`config.mk`:
```
export PLATFORM = sky130hd
export DESIGN_NAME = alu_accum_seq
export DESIGN_NICKNAME = d
export VERILOG_FILES = /design/src/rtl/alu_pkg.sv /design/src/rtl/alu_accum_seq.sv
export SDC_FILE = /design/constraint.sdc
export NUM_CORES = 1
export LEC_CHECK = 0
export BUFFER_PORTS_ARGS = -buffer_cell sky130_fd_sc_hd__buf_2
export CAP_MARGIN = 30
export CORE_MARGIN = 3
export CORE_UTILIZATION = 50
export CTS_BUF_LIST = sky130_fd_sc_hd__clkbuf_8
export DETAILED_ROUTE_END_ITERATION = 10
export PLACE_DENSITY = 0.93
export SLEW_MARGIN = 25
export SYNTH_ARGS = -nofsm -noshare
export SYNTH_HDL_FRONTEND = slang
export SYNTH_SLANG_ARGS = --single-unit
```
`constraint.sdc`:
```
create_clock -name clk -period 3.3 [get_ports clk]
set_input_delay 0.33 -clock clk [delete_from_list [all_inputs] [get_ports clk]]
set_output_delay 0.33 -clock clk [all_outputs]
set_load 0.005 [all_outputs]
```
`src/rtl/alu_pkg.sv`:
```
// alu_pkg: shared definitions for the 4-bit ALU and its command sequencer.
//   ALU_WIDTH    default datapath width
//   OP_*         ALU control codes (control[0] doubles as the carry-in)
//   seq_state_t  sequencer states
//   sat_inc8     saturating 8-bit increment used by the statistics counters
package alu_pkg;

  localparam int ALU_WIDTH = 4;

  localparam logic [2:0] OP_AND = 3'b000;
  localparam logic [2:0] OP_OR  = 3'b001;
  localparam logic [2:0] OP_ADD = 3'b010;
  localparam logic [2:0] OP_SUB = 3'b011;

  typedef enum logic [1:0] {
    IDLE = 2'b00,
    EXEC = 2'b01,
    RESP = 2'b10
  } seq_state_t;

  // Increment that sticks at 255 instead of wrapping.
  function automatic logic [7:0] sat_inc8(input logic [7:0] v);
    logic [7:0] r;
    if (v == 8'hFF) begin
      r = v;
    end else begin
      r = v + 8'd1;
    end
    return r;
  endfunction

endpackage

```
`src/rtl/alu_accum_seq.sv`:
```
// alu_accum_seq: command sequencer and accumulator wrapped around the external
// 4-bit ALU. One command at a time is accepted on the cmd_* handshake; a load
// writes the accumulator directly, an operation applies cmd_op with operand
// cmd_data to the accumulator cmd_count+1 times through the ALU. The final
// accumulator value and zero flag are returned on the rsp_* handshake.
//
// Ports:
//   clk, rst_n                  clock, asynchronous active-low reset
//   cmd_valid/cmd_ready         command handshake (ready only in IDLE)
//   cmd_load, cmd_op, cmd_data, cmd_count   command fields
//   alu_a, alu_b, alu_control   registered ALU operands / control
//   alu_result, alu_zero        combinational ALU outputs
//   rsp_valid/rsp_ready         response handshake
//   rsp_result, rsp_zero        accumulator value and zero flag
//   op_cnt, zero_cnt            (only with ALU_ACCUM_SEQ_STAT_EN) saturating
//                               counts of responses and of zero responses
//
// Build option: define ALU_ACCUM_SEQ_STAT_EN to add the statistics counters.
module alu_accum_seq
  import alu_pkg::*;
#(
  parameter int WIDTH = ALU_WIDTH,
  parameter int CNT_W = 2
) (
  input  logic             clk,
  input  logic             rst_n,
  input  logic             cmd_valid,
  output logic             cmd_ready,
  input  logic             cmd_load,
  input  logic [2:0]       cmd_op,
  input  logic [WIDTH-1:0] cmd_data,
  input  logic [CNT_W-1:0] cmd_count,
  output logic [WIDTH-1:0] alu_a,
  output logic [WIDTH-1:0] alu_b,
  output logic [2:0]       alu_control,
  input  logic [WIDTH-1:0] alu_result,
  input  logic             alu_zero,
  output logic             rsp_valid,
  input  logic             rsp_ready,
  output logic [WIDTH-1:0] rsp_result,
  output logic             rsp_zero
`ifdef ALU_ACCUM_SEQ_STAT_EN
  ,
  output logic [7:0]       op_cnt,
  output logic [7:0]       zero_cnt
`endif
);

  seq_state_t       state_r, state_s;
  logic [WIDTH-1:0] acc_r, acc_s;
  logic             zflag_r, zflag_s;
  logic [2:0]       op_r, op_s;
  logic [WIDTH-1:0] b_r, b_s;
  logic [CNT_W-1:0] iter_r, iter_s;

  // Next-state and next-register logic for the sequencer.
  always_comb begin
    state_s = state_r;
    acc_s   = acc_r;
    zflag_s = zflag_r;
    op_s    = op_r;
    b_s     = b_r;
    iter_s  = iter_r;
    case (state_r)
      IDLE: begin
        if (cmd_valid) begin
          if (cmd_load) begin
            acc_s   = cmd_data;
            zflag_s = (cmd_data == {WIDTH{1'b0}});
            state_s = RESP;
          end else begin
            op_s    = cmd_op;
            b_s     = cmd_data;
            iter_s  = cmd_count;
            state_s = EXEC;
          end
        end else begin
          state_s = IDLE;
        end
      end
      EXEC: begin
        // Every EXEC edge commits one ALU pass; iter counts the passes left.
        acc_s   = alu_result;
        zflag_s = alu_zero;
        if (iter_r == {CNT_W{1'b0}}) begin
          state_s = RESP;
        end else begin
          iter_s  = iter_r - CNT_W'(1);
          state_s = EXEC;
        end
      end
      RESP: begin
        // Response is held (all registers frozen) until the consumer takes it.
        if (rsp_ready) begin
          state_s = IDLE;
        end else begin
          state_s = RESP;
        end
      end
      default: begin
        state_s = IDLE;
      end
    endcase
  end

  // Sequencer state and datapath registers.
  always_ff @(posedge clk or negedge rst_n) begin
    if (!rst_n) begin
      state_r <= IDLE;
      acc_r   <= {WIDTH{1'b0}};
      zflag_r <= 1'b1;
      op_r    <= OP_AND;
      b_r     <= {WIDTH{1'b0}};
      iter_r  <= {CNT_W{1'b0}};
    end else begin
      state_r <= state_s;
      acc_r   <= acc_s;
      zflag_r <= zflag_s;
      op_r    <= op_s;
      b_r     <= b_s;
      iter_r  <= iter_s;
    end
  end

  // rst_n gates ready so no command can be taken while reset is asserted.
  assign cmd_ready   = (state_r == IDLE) && rst_n;
  assign rsp_valid   = (state_r == RESP);
  assign rsp_result  = acc_r;
  assign rsp_zero    = zflag_r;
  assign alu_a       = acc_r;
  assign alu_b       = b_r;
  assign alu_control = op_r;

`ifdef ALU_ACCUM_SEQ_STAT_EN
  logic [7:0] op_cnt_r;
  logic [7:0] zero_cnt_r;

  // Saturating response statistics, stepped on each response handshake.
  always_ff @(posedge clk or negedge rst_n) begin
    if (!rst_n) begin
      op_cnt_r   <= 8'd0;
      zero_cnt_r <= 8'd0;
    end else if ((state_r == RESP) && rsp_ready) begin
      op_cnt_r <= sat_inc8(op_cnt_r);
      if (zflag_r) begin
        zero_cnt_r <= sat_inc8(zero_cnt_r);
      end else begin
        zero_cnt_r <= zero_cnt_r;
      end
    end else begin
      op_cnt_r   <= op_cnt_r;
      zero_cnt_r <= zero_cnt_r;
    end
  end

  assign op_cnt   = op_cnt_r;
  assign zero_cnt = zero_cnt_r;
`endif

endmodule

```
Word level (Yosys, flattened, before mapping)
Index checks and enable logic that the tools add are counted.
Cells by class
  equality and inequality tests: 6
  bitwise gates (word level): 1
  add/subtract/negate cells: 1
  reductions and logical operators: 8
  mux-type cells: 15
Operators by type and width (number)
  $mux W2: 7
  $mux W4: 2
  $ne A2 B2 Y1 const B: 4
  $pmux W4 S2: 1
  $pmux W2 S3: 1
  $reduce_and A3 Y1: 2
  $logic_not A2 Y1: 2
  $logic_not A4 Y1: 1
  $pmux W2 S2: 1
  $reduce_and A4 Y1: 1
  $eq A2 B1 Y1 const B: 1
  $eq A2 B2 Y1 const B: 1
  $mux W1: 2
  $pmux W1 S2: 1
  $reduce_bool A2 Y1: 1
  $sub A2 B1 Y2 const B: 1
  $logic_and A1 B1 Y1: 1
  $not A1 Y1: 1
Storage, ports and cells
  output and inout port bits: 18
  word-level logic and storage cells: 37
  register bits: 16
  input port bits: 19

Longest topological paths before layout
  depth after elaboration: 4
  depth in mapped cells: 5
  mapped depth without buffers: 5

Worst setup path before layout
OpenSTA, ideal clock, no wires.
  path type: reg2reg
  start point: register state_r[1]
  end point: register acc_r[0], in the netlist alu_a[0]
  period minus slack after synthesis: 1.492 ns
  required time: 3.175 ns
  slack: 1.808 ns
  cell stages (with the launch flop): 5
  buffers on the path: 1
  setup time: 0.125 ns
  arrival: 1.367 ns
  cell sequence: dfrtp_1 > buf_6 > nor2b_1 > mux2_2 > mux2_2
Between the ends
  cells in the longest elaborated chain, start to end: 3
  elaborated cells between the ends (all ways): 7
  those cells by class: eq/ne: 3; mux: 1; reduce/logical: 3
Ends and longest elaborated chain
  start, declared: RTL line alu_accum_seq.sv:49  | seq_state_t state_r, state_s;
  start signal, assigned: RTL line alu_accum_seq.sv:116  | state_r <= state_s;
  $logic_not A2 Y1 or $eq A2 B1 Y1 (tied branches): RTL line alu_accum_seq.sv:64  | case (state_r)
  $ne A2 B2 Y1 (no source line) or $reduce_bool A2 Y1 (tied branches)
  $reduce_and A3 Y1 (no source line)
  end signal, assigned: RTL line alu_accum_seq.sv:110  | acc_r <= {WIDTH{1'b0}};
  end signal, assigned: RTL line alu_accum_seq.sv:117  | acc_r <= acc_s;
  end, declared: RTL line alu_accum_seq.sv:50  | logic [WIDTH-1:0] acc_r, acc_s;
Several ways; a longest one is shown, not always the timed one.
A chain may end at the register's enable or synchronous reset.

Final worst setup path
  start point: input port rst_n
  end point: output port cmd_ready
Between the ends
  cells in the longest elaborated chain, start to end: 1
Ends and longest elaborated chain
  start, declared: RTL line alu_accum_seq.sv:26  | input logic rst_n,
  $logic_and A1 B1 Y1: RTL line alu_accum_seq.sv:126  | assign cmd_ready = (state_r == IDLE) && rst_n;
  end, declared: RTL line alu_accum_seq.sv:28  | output logic cmd_ready,
Every way passes these cells.

==> results <==
- The number of synthesized flops with an enable pin is 0.
- The floorplan step defined a core boundary enclosing 1541 um2.
- The number of search-and-repair iterations in the first detailed-routing pass is 4.
- Counting along the longest clock path gives a buffer depth of 2.
- Entering global routing, the biggest net connects 18 pins.
- The worst clock skew is 6.209 ps.
- The post-layout instance area is 1036 um2.
- The congestion estimate from routability-driven global placement came to 0.7293.
- For this run, the top clock speed supported by timing is 0.5165 GHz.
- The clock-pin slew on the worst setup and hold paths is 60 ps.
- After synthesis, the netlist uses 24 different library cells.
- In this run the number of H-tree levels came out at 1.
- For the pin with the worst max-slew slack, the measured transition is 660.4 ps.
- Along the worst path, the maximum fanout reaches 17.
- For this run, the number of standard cells in the final layout without fillers is 115.
- The clock reaches the later pin of the worst-skew pair after 250 ps.
- The fraction of layout cells with a size suffix above 1 is 59.60%.
- The worst endpoint data arrival time is 1610 ps.
- The count of endpoints failing hold in the final timing report is 0.
- The total cell area at the placement stage is 970.9 um2.
- The area growth from synthesis to final layout is 24.70%.
- The max-slew violation total from the final report is 0.
- After synthesis, the cell types taking the most area are dfrtp_1 (45%), mux2_2 (20%), buf_4 (4.5%).
- The path class of the tightest hold or removal check is primary input to register.
- During synthesis, Yosys emitted a total of 0 warnings.
- The run finished with clean final reports.
- Clock tree synthesis inserted a total of 3 buffers.
- In this run the tightest slew margin relative to its limit is 55.79%.
- Dividing the detail-routed wire length by the instance count gives 14.26 um.
- The worst setup path is of the primary input to output pin kind.
- The synthesized design devotes to its leading area cell type 45.18% of total area.
- Each instance of the synthesized netlist takes up on average 12.78 um2.
- The number of vias in the routed layout is 615.
- The static leakage is 0.5021 nW.
- The summed negative setup slack over all endpoints is 0 ps.
- Setup violations remaining at the end of the flow were counted as 0.
- Sorting the synthesized cells by how often they occur yields dfrtp_1 (15), mux2_2 (15), buf_4 (5).
- Detailed placement ended at an HPWL of 1249 um.
- The remaining antenna violation count is 0.
- The shortest period the worst path allows is 1936 ps.
- The full die area is 2187 um2.
- STA puts the critical path data required time at 2970 ps.
- The number of rows created at floorplan is 14.
- The CTS tree is done.
- In the synthesized netlist, the number of instances is 65.
- The part of the cycle the worst path needs is 58.67%.
- The initial utilization of the core area, before any placement, comes to 53.90%.
- From left edge to right edge, the die measures 46.76 um.
- The total overflow left after global routing is 0.
- Measured along the y axis, the die boundary spans 46.76 um.
- The number of maximum-capacitance violations is 0.
- Power spread over the standard cell area amounts to 922.0 nW/um2.
- The number of storage elements in the synthesis netlist is 16.
- STA classifies the critical path endpoint as an output pin.
- The worst setup path is launched from a primary input.
- Across the whole layout, storage elements account for 401.6 um2.
- The number of antenna violations at the first check in global routing is 0.
- The number of nets in the layout is 120.
- The dominant synthesized flop cell is dfrtp_1.
- During I/O placement, the number of pins put on the boundary was 37.
- When the netlist entered floorplanning its net count stood at 85.
- The number of fill cells is 122.
- dfrtp_1 takes more of the synthesized area than any other cell.
- The number of placed instances, taps included is 110.
- For this design, the sink count on the clock tree is 16.
- In this run the cell area of the synthesized design comes to 830.8 um2.
- The multi-input combinational cells in the finished layout cover a total of 357.8 um2.
- Once the clock tree was built, the resizer swapped 0 gates to a different size.
- The number of DRC markers after the initial detailed-route iteration is 3.
- The number of antenna diodes is 0.
- The global-route wire length before repair is 2297 um.
- Global routing consumed, over all layers together, 15.97% of the routing resources.
- Once the clock tree was built, the setup fixing pass inserted 0 buffers.
- The total detailed-routing wirelength is 1640 um.
- Of the synthesized area, sequential elements account for 48.34%.
- After clock tree synthesis, the flow added hold-fix buffers numbering 1.
- The per-cell via count in the routed design is 5.348.
- Setup repair after global routing left no endpoint under its margin.
- The master cell of the clock root buffer is clkbuf_8.
- The number of I/O port buffers is 36.
- In the synthesized netlist the async set-or-reset flop fraction comes to 100.0%.
- Across the VDD grid, the largest voltage drop is 0.4817 mV.
- The number of global-route vias before repair came to 532.
- The total DRC errors in the routed layout is 0.
-- logic make-up (layout without fill, tap and decap cells) --
family,count (synthesis),in the layout,synth area share [%]
simple gates,14,14,12.50
buf+inv,10,44,8.585
flops,16,16,48.34
fa+ha+maj,1,1,1.506
mux,15,15,20.33
compound gates,9,9,8.734
-- where the power goes --
part           total, W  switching [W]  internal (W)
logic          0.000401       0.000164      0.000237
clock network  0.000168      0.0000627      0.000106
registers      0.000385      0.0000847      0.000301
-- cell type report --
type | instances | share of cell area [%]
inverter | 3 | 1.087
multi-input combinational | 39 | 34.54
timing repair buffer | 37 | 18.36
tap | 16 | 1.932
sequential | 16 | 38.77
clock buffer | 4 | 5.314
-- metrics by stage --
stage | util (%) | setup slack (ps) | power [W] | hold slack [ps]
after floorplan | - | 1808 | 0.0006821 | 34.41
after global placement | 62.99 | 1558 | 0.0007670 | 257.8
after detailed placement | 62.99 | 1542 | 0.0007931 | 263.8
after CTS | 67.21 | 1377 | 0.0009663 | 310.4
after global routing | 67.21 | 1276 | 0.001026 | 320.0
final | 67.21 | 1364 | 0.0009552 | 313.4
-- registers in the layout, indices dropped and copies added (netlist names) --
register     flops
alu_b            4
alu_a            4
state_r          2
rsp_zero         1
alu_control      3
iter_r           2
-- critical path, stage by stage --
cell           delay, ps
dlygate4sd3_1        540
buf_2                340
nor3b_1              240
buf_2                150
-- per-layer routing --
metal	wire (um)	vias up	track usage, %
met5	0	-	0
met4	37	0	9.945
met3	109	5	3.831
met2	848	20	24.66
met1	644	293	20.10
li1	-	297	-
-- cell usage in the layout (no fill, tap or decap), types with 2 or more instances in the layout --
cell and count:
clkbuf_8 4, dfrtp_1 15, nand2_1 2, nor2_1 2
o21a_1 2, buf_2 36, mux2_2 15, nor2b_1 2
o21ai_0 2, nor3b_1 2, inv_1 3
-- path summary, 6_finish.rpt --
kind                       startpoint              to  slack [ps]  cells after the start
hold / removal              cmd_op[1]  alu_control[1]         310                      2
max in group asynchronous       rst_n        rsp_zero        2440                      2
setup / recovery                rst_n       cmd_ready        1360                      4
hold reg to reg              alu_b[1]        alu_b[1]         500                      1
setup reg to reg           state_r[0]        alu_a[1]        1530                      3
min in group asynchronous       rst_n        alu_a[2]         550                      2
Note: power is estimated with default switching activity, not from simulation.
